===== src/rtl/fechadura_pkg.sv =====
// Shared types and constants for the keypad front-end of the lock.
package fechadura_pkg;

    // Debounce FSM states: released, confirming press, pressed, confirming release.
    typedef enum logic [1:0] {
        SOLTO       = 2'd0,
        CONF_PRESS  = 2'd1,
        PRESSIONADO = 2'd2,
        CONF_SOLTA  = 2'd3
    } estado_t;

    localparam int NUM_DIGITOS = 4;

    // Code loaded on reset; nibble [15:12] is digit 0, nibble [3:0] is digit 3.
    localparam logic [15:0] CODIGO_PADRAO = 16'h4952;

    // Only BCD digits take part in comparison or programming.
    function automatic logic digito_valido(input logic [3:0] d);
        return d <= 4'd9;
    endfunction

endpackage


===== src/rtl/interface_teclado_if.sv =====
// Signal bundle between the keypad/lock side and the keypad front-end.
//
// Protocol: there is no valid/ready pair. key_raw is an asynchronous level,
// digit_raw must be held stable while key_raw=1, and s/u/prog are levels from
// the lock. p is a debounced press level and c is a verdict that is valid and
// constant for as long as p=1 (c=0 whenever p=0). prog_done is a one-cycle
// pulse. state_dbg and widx_dbg expose internal state for observation only.
interface interface_teclado_if;
    import fechadura_pkg::*;

    logic       key_raw;
    logic [3:0] digit_raw;
    logic [1:0] s;
    logic       u;
    logic       prog;

    logic       p;
    logic       c;
    logic       prog_mode;
    logic       prog_done;

    estado_t    state_dbg;
    logic [2:0] widx_dbg;

    modport master (
        output key_raw, digit_raw, s, u, prog,
        input  p, c, prog_mode, prog_done, state_dbg, widx_dbg
    );

    modport slave (
        input  key_raw, digit_raw, s, u, prog,
        output p, c, prog_mode, prog_done, state_dbg, widx_dbg
    );

endinterface


===== src/rtl/debounce_sync.sv =====
// Two-flop synchronizer plus debounce FSM for the raw key line.
// confirm_press/confirm_release mark the edges on which a press or a
// release becomes confirmed; they are decoded from registered state only.
module debounce_sync
    import fechadura_pkg::*;
#(
    parameter int DEBOUNCE_CYCLES = 4
) (
    input  logic    clk,
    input  logic    reset,
    input  logic    key_raw,
    output logic    pressed,
    output logic    confirm_press,
    output logic    confirm_release,
    output estado_t state_dbg
);

    localparam int CW = (DEBOUNCE_CYCLES > 1) ? $clog2(DEBOUNCE_CYCLES) : 1;
    localparam logic [CW-1:0] CNT_MAX = CW'(DEBOUNCE_CYCLES - 1);

    logic          sync1;
    logic          key_s;
    estado_t       state;
    estado_t       state_nx;
    logic [CW-1:0] cnt;
    logic [CW-1:0] cnt_nx;

    // Bring the asynchronous key line into the clock domain.
    always_ff @(posedge clk) begin
        if (reset) begin
            sync1 <= 1'b0;
            key_s <= 1'b0;
        end else begin
            sync1 <= key_raw;
            key_s <= sync1;
        end
    end

    // State and stability counter registers.
    always_ff @(posedge clk) begin
        if (reset) begin
            state <= SOLTO;
            cnt   <= '0;
        end else begin
            state <= state_nx;
            cnt   <= cnt_nx;
        end
    end

    // Next-state logic; the counter restarts on every state entry.
    always_comb begin
        state_nx        = state;
        cnt_nx          = cnt;
        confirm_press   = 1'b0;
        confirm_release = 1'b0;
        case (state)
            SOLTO: begin
                if (key_s) begin
                    state_nx = CONF_PRESS;
                    cnt_nx   = '0;
                end
            end
            CONF_PRESS: begin
                if (!key_s) begin
                    state_nx = SOLTO;
                    cnt_nx   = '0;
                end else if (cnt == CNT_MAX) begin
                    state_nx      = PRESSIONADO;
                    cnt_nx        = '0;
                    confirm_press = 1'b1;
                end else begin
                    cnt_nx = cnt + 1'b1;
                end
            end
            PRESSIONADO: begin
                if (!key_s) begin
                    state_nx = CONF_SOLTA;
                    cnt_nx   = '0;
                end
            end
            CONF_SOLTA: begin
                if (key_s) begin
                    state_nx = PRESSIONADO;
                    cnt_nx   = '0;
                end else if (cnt == CNT_MAX) begin
                    state_nx        = SOLTO;
                    cnt_nx          = '0;
                    confirm_release = 1'b1;
                end else begin
                    cnt_nx = cnt + 1'b1;
                end
            end
            default: begin
                state_nx = SOLTO;
                cnt_nx   = '0;
            end
        endcase
    end

    assign pressed   = (state == PRESSIONADO) || (state == CONF_SOLTA);
    assign state_dbg = state;

endmodule


===== src/rtl/interface_teclado.sv =====
// Keypad front-end: debounced press level, per-digit verdict against the
// stored code, and code reprogramming while the lock is open.
module interface_teclado
    import fechadura_pkg::*;
#(
    parameter int          DEBOUNCE_CYCLES = 4,
    parameter logic [15:0] CODE_RESET      = CODIGO_PADRAO
) (
    input logic               clk,
    input logic               reset,
    interface_teclado_if.slave bus
);

    localparam logic [2:0] WIDX_FIM = 3'(NUM_DIGITOS);

    logic       pressed;
    logic       confirm_press;
    logic       confirm_release;
    estado_t    state;

    logic [3:0] code [NUM_DIGITOS];
    logic [2:0] widx;
    logic       c_q;
    logic       prog_mode;
    logic       prog_done;
    logic       prog_entry;
    logic       write_en;

    debounce_sync #(
        .DEBOUNCE_CYCLES(DEBOUNCE_CYCLES)
    ) u_debounce (
        .clk            (clk),
        .reset          (reset),
        .key_raw        (bus.key_raw),
        .pressed        (pressed),
        .confirm_press  (confirm_press),
        .confirm_release(confirm_release),
        .state_dbg      (state)
    );

    assign prog_entry = bus.prog && bus.u && (state == SOLTO) && !prog_mode;
    // A write needs the lock still open so an abort on the same edge writes nothing.
    assign write_en   = prog_mode && bus.u && confirm_press &&
                        digito_valido(bus.digit_raw) && (widx < WIDX_FIM);

    // Code register file: reset value or programmed digits only.
    always_ff @(posedge clk) begin
        if (reset) begin
            for (int i = 0; i < NUM_DIGITOS; i++) begin
                code[i] <= CODE_RESET[(NUM_DIGITOS - 1 - i) * 4 +: 4];
            end
        end else if (write_en) begin
            code[widx[1:0]] <= bus.digit_raw;
        end
    end

    // Verdict is captured once at press confirmation so it holds while s moves.
    always_ff @(posedge clk) begin
        if (reset) begin
            c_q <= 1'b0;
        end else if (confirm_press) begin
            c_q <= !prog_mode && digito_valido(bus.digit_raw) &&
                   (bus.digit_raw == code[bus.s]);
        end else if (confirm_release) begin
            c_q <= 1'b0;
        end
    end

    // Programming control: entry, digit index, completion pulse and abort.
    always_ff @(posedge clk) begin
        if (reset) begin
            prog_mode <= 1'b0;
            prog_done <= 1'b0;
            widx      <= '0;
        end else begin
            prog_done <= 1'b0;
            if (prog_mode && !bus.u) begin
                prog_mode <= 1'b0;
            end else if (prog_mode && (widx == WIDX_FIM)) begin
                prog_mode <= 1'b0;
                prog_done <= 1'b1;
            end else if (prog_entry) begin
                prog_mode <= 1'b1;
                widx      <= '0;
            end else if (write_en) begin
                widx <= widx + 3'd1;
            end
        end
    end

    assign bus.p         = pressed && !prog_mode;
    assign bus.c         = bus.p && c_q;
    assign bus.prog_mode = prog_mode;
    assign bus.prog_done = prog_done;
    assign bus.state_dbg = state;
    assign bus.widx_dbg  = widx;

endmodule


===== src/flat_wrapper.sv =====
// flat-port wrapper written by rule: the top's interface ports become plain ports
module interface_teclado_flat import fechadura_pkg::*;
#(
    parameter int          DEBOUNCE_CYCLES = 4,
    parameter logic [15:0] CODE_RESET      = CODIGO_PADRAO
)
  (clk, reset, bus_key_raw, bus_digit_raw, bus_s, bus_u, bus_prog, bus_p, bus_c, bus_prog_mode, bus_prog_done, bus_state_dbg, bus_widx_dbg);
  interface_teclado_if bus_i ();
  input logic clk;
  input logic reset;
  input wire logic [$bits(bus_i.key_raw)-1:0] bus_key_raw;
  input wire logic [$bits(bus_i.digit_raw)-1:0] bus_digit_raw;
  input wire logic [$bits(bus_i.s)-1:0] bus_s;
  input wire logic [$bits(bus_i.u)-1:0] bus_u;
  input wire logic [$bits(bus_i.prog)-1:0] bus_prog;
  output wire logic [$bits(bus_i.p)-1:0] bus_p;
  output wire logic [$bits(bus_i.c)-1:0] bus_c;
  output wire logic [$bits(bus_i.prog_mode)-1:0] bus_prog_mode;
  output wire logic [$bits(bus_i.prog_done)-1:0] bus_prog_done;
  output wire logic [$bits(bus_i.state_dbg)-1:0] bus_state_dbg;
  output wire logic [$bits(bus_i.widx_dbg)-1:0] bus_widx_dbg;
  assign bus_i.key_raw = bus_key_raw;
  assign bus_i.digit_raw = bus_digit_raw;
  assign bus_i.s = bus_s;
  assign bus_i.u = bus_u;
  assign bus_i.prog = bus_prog;
  assign bus_p = bus_i.p;
  assign bus_c = bus_i.c;
  assign bus_prog_mode = bus_i.prog_mode;
  assign bus_prog_done = bus_i.prog_done;
  assign bus_state_dbg = bus_i.state_dbg;
  assign bus_widx_dbg = bus_i.widx_dbg;
  interface_teclado #(.DEBOUNCE_CYCLES(DEBOUNCE_CYCLES), .CODE_RESET(CODE_RESET)) u_core (.clk(clk), .reset(reset), .bus(bus_i));
endmodule

===== config.mk =====
export PLATFORM = sky130hd
export DESIGN_NAME = interface_teclado_flat
export DESIGN_NICKNAME = d
export VERILOG_FILES = /design/src/rtl/fechadura_pkg.sv /design/src/rtl/interface_teclado_if.sv /design/src/rtl/debounce_sync.sv /design/src/rtl/interface_teclado.sv /design/src/flat_wrapper.sv
export SDC_FILE = /design/constraint.sdc
export NUM_CORES = 1
export LEC_CHECK = 0
export ABC_CLOCK_PERIOD_IN_PS = 2100
export CAP_MARGIN = 15
export CORE_ASPECT_RATIO = 1.25
export CORE_MARGIN = 2
export CORE_UTILIZATION = 52
export DETAILED_ROUTE_END_ITERATION = 10
export PLACE_DENSITY = 0.76
export SLEW_MARGIN = 30
export SYNTH_ARGS = -nofsm -noshare
export SYNTH_HDL_FRONTEND = slang
export SYNTH_SLANG_ARGS = --single-unit

===== constraint.sdc =====
create_clock -name clk -period 2.1 [get_ports clk]
set_clock_uncertainty 0.2 [all_clocks]
set_input_delay 0.21 -clock clk [delete_from_list [all_inputs] [get_ports clk]]
set_output_delay 0.21 -clock clk [all_outputs]
set_load 0.02 [all_outputs]

==> results of run 1 <==
==> power groups by stage <==
stage               Sequential (uW)  Combinational [uW]  Clock (uW)
global placement                606                93.8           0
floorplan                       607                45.9           0
global route                    595                 103         250
detailed placement              606                95.8           0
CTS                             594                96.3         228
finish                          594                95.6         222
==> per-stage QoR <==
| stage | setup WS (ps) | instances |
|---|---|---|
| 5_1_grt | 32.4 | 174 |
| 3_5_place_dp | -74.6 | 170 |
| 6_report | 86.8 | 174 |
| 4_1_cts | 88.5 | 174 |
| 2_1_floorplan | 134 | 107 |
| 3_3_place_gp | -18.6 | 170 |
==> state kept, by name (all words and copies together), names as in the netlist, named ones only <==
name / flops
u_core.c_q: 1
u_core.u_debounce.cnt: 2
u_core.u_debounce.sync1: 1
u_core.u_debounce.state_dbg: 1
u_core.bus.widx_dbg: 3
u_core.code: 16
u_core.bus.prog_done: 1
u_core.u_debounce.key_s: 1
u_core.bus.prog_mode: 1
==> logic make-up (layout without fill, tap and decap cells) <==
| kind of cell | Yosys count | after routing | share of synthesized area |
|---|---|---|---|
| flip-flops | 28 | 28 | 0.531 |
| XOR/XNOR | 6 | 6 | 0.0387 |
| AO/OA/AOI/OAI | 11 | 11 | 0.0562 |
| adder cells (fa/ha/maj) | 3 | 3 | 0.0277 |
| multiplexers | 5 | 5 | 0.0848 |
| AND/OR/NAND/NOR | 48 | 48 | 0.245 |
| buffers and inverters | 6 | 40 | 0.0166 |
==> worst max-delay path, stage by stage, from the launching register on <==
cell and delay [ps]:
dfxtp_2 410, nor2b_1 220, clkdlybuf4s50_1 650
==> per-layer routing <==
| layer | up-vias | part of all wire | track usage | wire length (um) |
|---|---|---|---|---|
| met3 | 2 | 0.025 | 0.0291 | 66 |
| met4 | 0 | 0.0079 | 0.0714 | 21 |
| li1 | 465 | - | - | - |
| met1 | 463 | 0.41 | 0.208 | 1100 |
| met2 | 16 | 0.56 | 0.387 | 1480 |
| met5 | - | 0 | 0 | 0 |
==> what timing repair did <==
item,CTS,global route
setup endpoints to repair,1,0
resized for setup,2,0
endpoints found under the hold margin,0,0
==> synthesized netlist by cell type <==
master	n	area [um2]
nor2b_1	4	25.0
buf_1	1	3.75
a211oi_1	1	7.51
ha_1	3	37.5
o21a_1	1	7.51
nand2b_1	2	12.5
or2_1	2	12.5
dfxtp_1	12	240
and4b_1	1	10.0
nand4_1	1	6.26
o21ai_0	1	5.00
nand2_1	8	30.0
a31oi_1	1	6.26
nand4bb_4	1	27.5
or2_2	1	6.26
nor3_1	5	25.0
mux2i_1	1	10.0
nand3_2	2	20.0
xnor2_1	5	43.8
xor2_1	1	8.76
nor2_1	5	18.8
a31o_2	2	17.5
o31ai_2	1	12.5
nand3b_1	3	22.5
a21oi_1	4	20.0
nor4_4	1	21.3
and2_1	9	56.3
clkbuf_1	1	3.75
and3_4	2	22.5
inv_1	4	15.0
mux4_1	4	105
edfxtp_1	16	480
nor3_4	1	16.3
==> cell type report <==
type / instances / area [um2] / share of cell area
timing repair buffer: 32 / 287 / 0.168
inverter: 4 / 15.0 / 0.00880
multi-input combinational: 73 / 614 / 0.360
sequential: 28 / 722 / 0.423
tap: 33 / 41.3 / 0.0242
clock buffer: 4 / 26.3 / 0.0154
==> worst max-delay path by stage <==
stage / end
floorplan: u_core.code[0][0]
CTS: bus_p
detailed placement: u_core.c_q
global route: bus_p
finish: bus_p
global placement: u_core.c_q
==> flow_metrics.tcl, run 1 <==
set metrics [dict create \
    synthCells 107 \
    dr_total_vias 946 \
    gpl.final_weighted_congestion 0.755 \
    hpwl_mm 2.11 \
    worst_hold_slack_ps 219 \
    synth_cell_types 33 \
    critPathRequiredTime_ps 1690 \
    gr-total-overflow 0 \
    status "finished clean" \
    die_h_um 61.1 \
    ant_nets 0 \
    fin_crit_sh 0.959 \
    fin_nets 156 \
    cts_hold_buf 0 \
    path_clk_slew_ps 140 \
    wl_per_cell_um 15.3 \
    drt_iter0_markers 31 \
    p_comb_frac 0.105 \
    fmaxAchievable_ghz 0.497 \
    vdd_drop_max_mv 0.359 \
    hold_violations 0 \
    drc 0 \
    grt_pass1_vias 966 \
    crit_type "reg2out" \
    p_clk_frac 0.243 \
    numCtsBuffers 3 \
    wirelength_mm 2.66 \
    tritoncts "yes" \
    design_area_um2 1710 \
    viasPerCell 5.44 \
    r2r_start "u_core.u_debounce.cnt[0]" \
    synth-seq-cells 28 \
    slew_headroom 0.707 \
    power_density_nw_per_um2 535 \
    setup_viol 0 \
    clk_latency_ps 320 \
    clock-sinks 28 \
    cp_max_fo 6 \
    fin_tns_setup_ps 0 \
    r2r_slack_ps 140 \
    finalMaxSlewViolations 0 \
    power_switching_uw 197 \
    seq_area_frac_synth 0.531 \
    post_cts_buffers 0 \
    cts_root_buf "clkbuf_4" \
    die_x_um 49.7 \
    io_buffers 19 \
    core_area_um2 2450 \
    synthToLayoutAreaGrowth_pct 25.6 \
    min_period_ps 2010 \
    start_util 0.554 \
    grt_usage 0.194 \
    die_area_um2 3040 \
    hold_class "in2reg" \
    synth_nets 121 \
    cell_internal_pwr_uw 714 \
    io_pins 20 \
    hold_path_depth 2 \
    final_common_cell "clkdlybuf4s50_1" \
    grt_max_degree 18 \
    endpoint_kind "output port" \
    ys_warn_count 0 \
    fill_cells 201 \
    worst-endpoint-arrival_ps 1600 \
    p_sw_frac 0.216 \
    htree_levels 1 \
    drive_gt1_frac 0.199 \
    drtPass1Iterations 4 \
    clock_path_buffers 2 \
    p_seq_frac 0.652 \
    r2r-end "u_core.code[0][0]" \
    placed_cell_area_um2 1680 \
    power_uw 912 \
    syn_avg_cell_area_um2 12.7 \
    grt_pass1_wl_mm 4.31 \
    cp-start-kind "register" \
    final_cell_mix "clkdlybuf4s50_1 (18), edfxtp_1 (16), buf_4 (13), dfxtp_1 (11), and2_1 (9)" \
    reg2reg_depth 5 \
    worstMarginPinSlew_ps 437 \
    min_to "u_core.u_debounce.sync1" \
    rsz0062_at_grt "no" \
    hold_start "bus_key_raw" \
    n_antenna_cell 0 \
    leakage_uw 0.000603 \
    drv_cap 0 \
    fin_util 0.695 \
    synthesis.area_um2 1360 \
    std_cell_rows 20 \
    antenna_found_initial 0 \
]
No activity file was read; power rests on OpenSTA's default activity.
==> run 2: changes to the inputs <==
- CORE_MARGIN: 2 -> 4
- RECOVER_POWER: unset -> 50
==> run 2 against run 1 <==
Against the previous run:
- clock power rose by 59%
- maximum frequency grew 2.8%
- worst setup slack better by 56 ps
- via count shrank 2.2%
- sequential power about the same
- critical endpoint is now u_core.code[1][0]
- count of clock-buffer cells in the layout shrank 1
==> flow_metrics.tcl, run 2 (synthesized netlist as in run 1, its figures left out) <==
set metrics [dict create \
    drv_cap 0 \
    ant_nets 0 \
    wirelength_mm 2.59 \
    worst-endpoint-arrival_ps 1810 \
    io_buffers 19 \
    numCtsBuffers 3 \
    fin_tns_setup_ps 0 \
    crit_chain "ha_1 -> nand3_2 -> nor4_4 -> nand3_1 -> nand2b_1" \
    setup_slack_ps 143 \
    rsz0062_at_grt "no" \
    wl_met1_mm 1.10 \
    viasPerCell 5.32 \
    htree_levels 1 \
    dr_total_vias 925 \
    fin_crit_sh 0.932 \
    finalMaxSlewViolations 0 \
    fin_util 0.688 \
    worst_hold_slack_ps 215 \
    grt_pass1_vias 978 \
    cp.depth 5 \
    hold_path_depth 2 \
    cp_max_fo 4 \
    die_x_um 53.7 \
    drt_iter0_markers 16 \
    wl_met3_um 65 \
    endpoint_kind "register" \
    synthToLayoutAreaGrowth_pct 25.6 \
    crit_type "reg2reg" \
    largest_register_ffs 16 \
    max_stage_delay_ps 390 \
    design_area_um2 1710 \
    drc 0 \
    hpwl_mm 2.10 \
    critPathRequiredTime_ps 1950 \
    start_util 0.548 \
    drtPass1Iterations 4 \
    reg2reg_depth 5 \
    regMostFlops "u_core.code" \
    core_area_um2 2480 \
    antenna_found_initial 0 \
    clock-sinks 28 \
    gpl.final_weighted_congestion 0.773 \
    grt_usage 0.177 \
    final_cell_mix "edfxtp_1 (16), clkdlybuf4s50_1 (14), dfxtp_1 (11), buf_4 (10), and2_1 (9)" \
    status "finished clean" \
    tritoncts "yes" \
    power_density_nw_per_um2 610 \
    min_period_ps 1960 \
    hold_class "in2reg" \
    cp.buffers_inverters 0 \
    die_h_um 65.1 \
    drive_gt1_frac 0.170 \
    fin_nets 156 \
    setup_viol 0 \
    placed_cell_area_um2 1680 \
    hold_violations 0 \
    cp_slowest_cell "dfxtp_1" \
    n_antenna_cell 0 \
    cts_hold_buf 0 \
    fmaxAchievable_ghz 0.511 \
    post_cts_buffers 0 \
    wl_per_cell_um 14.9 \
    die_area_um2 3500 \
    critical-path-top-delay-family "simple AND/OR/NAND/NOR gates" \
    preCtsSetupSlack_ps -55.6 \
    worstMarginPinSlew_ps 723 \
    leakage_uw 0.000609 \
    cts_root_buf "clkbuf_4" \
    path_clk_slew_ps 150 \
    slew_headroom 0.518 \
    io_pins 20 \
    grt_max_degree 18 \
    clock_path_buffers 2 \
    fill_cells 182 \
    final_common_cell "edfxtp_1" \
    route.met2.wl_mm 1.37 \
    vdd_drop_max_mv 0.498 \
    dr.max_layer_used "met4" \
    grt_pass1_wl_mm 4.43 \
    std_cell_rows 20 \
    gr-total-overflow 0 \
    cp-start-kind "register" \
    r2r_slack_ps 140 \
    clk_latency_ps 330 \
]
-- run 2: changes by cell type in the layout (fill, tap and decap cells not counted) --
cell and change:
and3_1 +1, and3_4 -1, buf_4 -3, bufinv_16 +1
clkbuf_1 +3, clkdlybuf4s50_1 -4, dlygate4sd2_1 -1, dlygate4sd3_1 +4
nand3_1 +1, nand3_2 -1
-- run 2: cell type report --
| class | count | area, um2 | share of cell area |
|---|---|---|---|
| clock buffers | 3 | 22.5 | 0.0132 |
| clock inverters | 1 | 30.0 | 0.0176 |
| well taps | 33 | 41.3 | 0.0242 |
| flip-flops and latches | 28 | 722 | 0.423 |
| inverters | 4 | 15.0 | 0.00880 |
| repair buffers | 32 | 270 | 0.158 |
| multi-input cells | 73 | 604 | 0.354 |
-- run 2: stage by stage --
| step | cells | power, uW |
|---|---|---|
| 2_1_floorplan | 107 | 653 |
| 3_3_place_gp | 170 | 699 |
| 3_5_place_dp | 170 | 703 |
| 4_1_cts | 174 | 1050 |
| 5_1_grt | 174 | 1080 |
| 6_report | 174 | 1040 |
-- run 2: per-layer routing --
| layer | up-vias | track usage |
|---|---|---|
| met1 | 441 | 0.207 |
| met3 | 6 | 0.0272 |
| met4 | 0 | 0.0767 |
| met2 | 18 | 0.311 |
| li1 | 460 | - |
| met5 | - | 0 |
-- run 2: final timing paths --
| kind | from | end |
|---|---|---|
| worst max-delay path | u_core.u_debounce.cnt[0] | u_core.code[1][0] |
| worst min-delay path | bus_key_raw | u_core.u_debounce.sync1 |
| worst max register to register | u_core.u_debounce.cnt[0] | u_core.code[1][0] |
| worst min register to register | u_core.u_debounce.sync1 | u_core.u_debounce.key_s |
-- run 2: what timing repair did --
item                                    4_1_cts  5_1_grt
cloned                                        0        0
hold endpoints to repair                      0        0
resized for setup                             1        1
endpoints found under the setup margin        1        1
-- run 2: worst register-to-register path, stage by stage (launching register included) --
cell      delay [ps]
dfxtp_1          390
ha_1             230
nand3_2          130
nor4_4           310
nand3_1          200
nand2b_1         210
-- run 2: power breakdown --
part | internal [uW] | switching [uW]
clock | 193 | 159
combinational | 50.6 | 43.7
sequential | 588 | 5.92
total | 832 | 209
==> run 3: changes to the inputs <==
- GPL_ROUTABILITY_DRIVEN: unset -> 0
- RECOVER_POWER: 50 -> 25
==> run 3 against run 2 <==
Against the previous run:
- cell count did not move
- sequential share of layout area is 0.34 points lower
- maximum frequency about the same
- first-iteration DRC count up 13%
- global-route usage did not move
- die area stayed put
- worst setup slack worse by 0.87 ps
- via count increased by 0.32%
- sequential power barely moved
- routed wire length rose by 0.81%
- non-clock buffer count is the same
- critical path type is now reg2out
- register-to-register slack barely moved
==> flow_metrics.tcl, run 3 (synthesized netlist as in run 1, its figures left out) <==
set metrics [dict create \
    status "finished clean" \
    core_area_um2 2480 \
    wl_per_cell_um 15.0 \
    crit_type "reg2out" \
    drive_gt1_frac 0.191 \
    slew_headroom 0.510 \
    worst_hold_slack_ps 214 \
    largest_register_ffs 16 \
    antenna_found_initial 0 \
    cts_hold_buf 0 \
    worstMarginPinSlew_ps 735 \
    tritoncts "yes" \
    vdd_drop_max_mv 0.499 \
    ant_nets 0 \
    start_util 0.548 \
    hold_class "in2reg" \
    r2r-end "u_core.code[0][2]" \
    cp.depth 2 \
    drt_iter0_markers 18 \
    hold_path_depth 2 \
    numCtsBuffers 3 \
    path_clk_slew_ps 150 \
    setup_viol 0 \
    hpwl_mm 2.10 \
    power_uw 1040 \
    grt_pass1_wl_mm 4.43 \
    die_x_um 53.7 \
    preCtsSetupSlack_ps -55.6 \
    min_to "u_core.u_debounce.sync1" \
    htree_levels 1 \
    rsz0062_at_grt "no" \
    min_period_ps 1960 \
    cp_max_fo 6 \
    hold_start "bus_key_raw" \
    r2r_slack_ps 150 \
    regMostFlops "u_core.code" \
    viasPerCell 5.33 \
    regArea_um2 722 \
    reg2reg_depth 5 \
    finalMaxSlewViolations 0 \
    n_antenna_cell 0 \
    leakage_uw 0.000605 \
    grt_pass1_vias 978 \
    fin_nets 156 \
    synthToLayoutAreaGrowth_pct 26.6 \
    clock-sinks 28 \
    cp_slowest_cell "clkdlybuf4s50_1" \
    design_area_um2 1720 \
    fin_crit_sh 0.932 \
    cp.buffers_inverters 1 \
    clock_path_buffers 2 \
    die_area_um2 3500 \
    hold_violations 0 \
    crit_chain "nor2b_1 -> clkdlybuf4s50_1" \
    power_density_nw_per_um2 606 \
    placed_cell_area_um2 1680 \
    die_h_um 65.1 \
    final_cell_mix "clkdlybuf4s50_1 (16), edfxtp_1 (16), buf_4 (11), dfxtp_1 (11), and2_1 (9)" \
    drtPass1Iterations 4 \
    wirelength_mm 2.62 \
    fmaxAchievable_ghz 0.511 \
    multi_input_area_um2 614 \
    critPathRequiredTime_ps 1690 \
    grt_usage 0.177 \
    gr-total-overflow 0 \
    dr_total_vias 928 \
    worst-endpoint-arrival_ps 1550 \
    setup_slack_ps 142 \
    clk_latency_ps 330 \
    cp-start-kind "register" \
    drv_cap 0 \
    std_cell_rows 20 \
    r2r_start "u_core.u_debounce.cnt[0]" \
    critical-path-top-delay-family "buffers and inverters" \
    max_stage_delay_ps 620 \
    io_buffers 19 \
    cts_root_buf "clkbuf_4" \
    io_pins 20 \
    grt_max_degree 18 \
    endpoint_kind "output port" \
    drc 0 \
    fill_cells 178 \
]
-- run 3: worst max path at each step --
stage	end	slack, ps
finish	bus_p	140
global route	u_core.code[0][3]	70
CTS	bus_c	10
detailed placement	u_core.c_q	-60
global placement	u_core.c_q	-10
floorplan	u_core.code[0][0]	130
-- run 3: layout make-up --
cell class | count | area share
Clock buffer | 3 | 0.0131
Clock inverter | 1 | 0.0175
Inverter | 4 | 0.00873
Multi-Input combinational cell | 73 | 0.357
Sequential cell | 28 | 0.420
Tap cell | 33 | 0.0240
Timing Repair Buffer | 32 | 0.159
-- run 3: routing by layer --
| layer | wire length (um) | share of wire | GRT usage |
|---|---|---|---|
| met2 | 1380 | 0.53 | 0.311 |
| met4 | 59 | 0.023 | 0.0767 |
| met1 | 1110 | 0.42 | 0.207 |
| met3 | 64 | 0.024 | 0.0272 |
| met5 | 0 | 0 | 0 |
-- run 3: timing repair --
action	CTS	global route
gates resized for setup	1	1
setup endpoints to repair	1	1
setup buffers	0	0
-- run 3: worst reg2reg max path, cell delays in order (launching register included) --
cell,delay [ps]
dfxtp_1,390
ha_1,230
nand3_2,130
nor4_4,340
and3_4,240
or2_2,150
-- run 3: per-stage QoR --
| step | TNS, ps | utilization | std cells |
|---|---|---|---|
| floorplan | 0 | - | 107 |
| global placement | -23.0 | 0.678 | 170 |
| detailed placement | -335 | 0.678 | 170 |
| CTS | 0 | 0.699 | 174 |
| global route | 0 | 0.694 | 174 |
| finish | 0 | 0.694 | 174 |
-- run 3: power by group --
part / total, uW / leakage [uW] / internal, uW / switching (uW)
Clock: 353 / 0.0000279 / 193 / 160
Combinational: 94.5 / 0.000334 / 50.6 / 43.9
Sequential: 594 / 0.000243 / 588 / 5.95
Total: 1040 / 0.000605 / 832 / 210
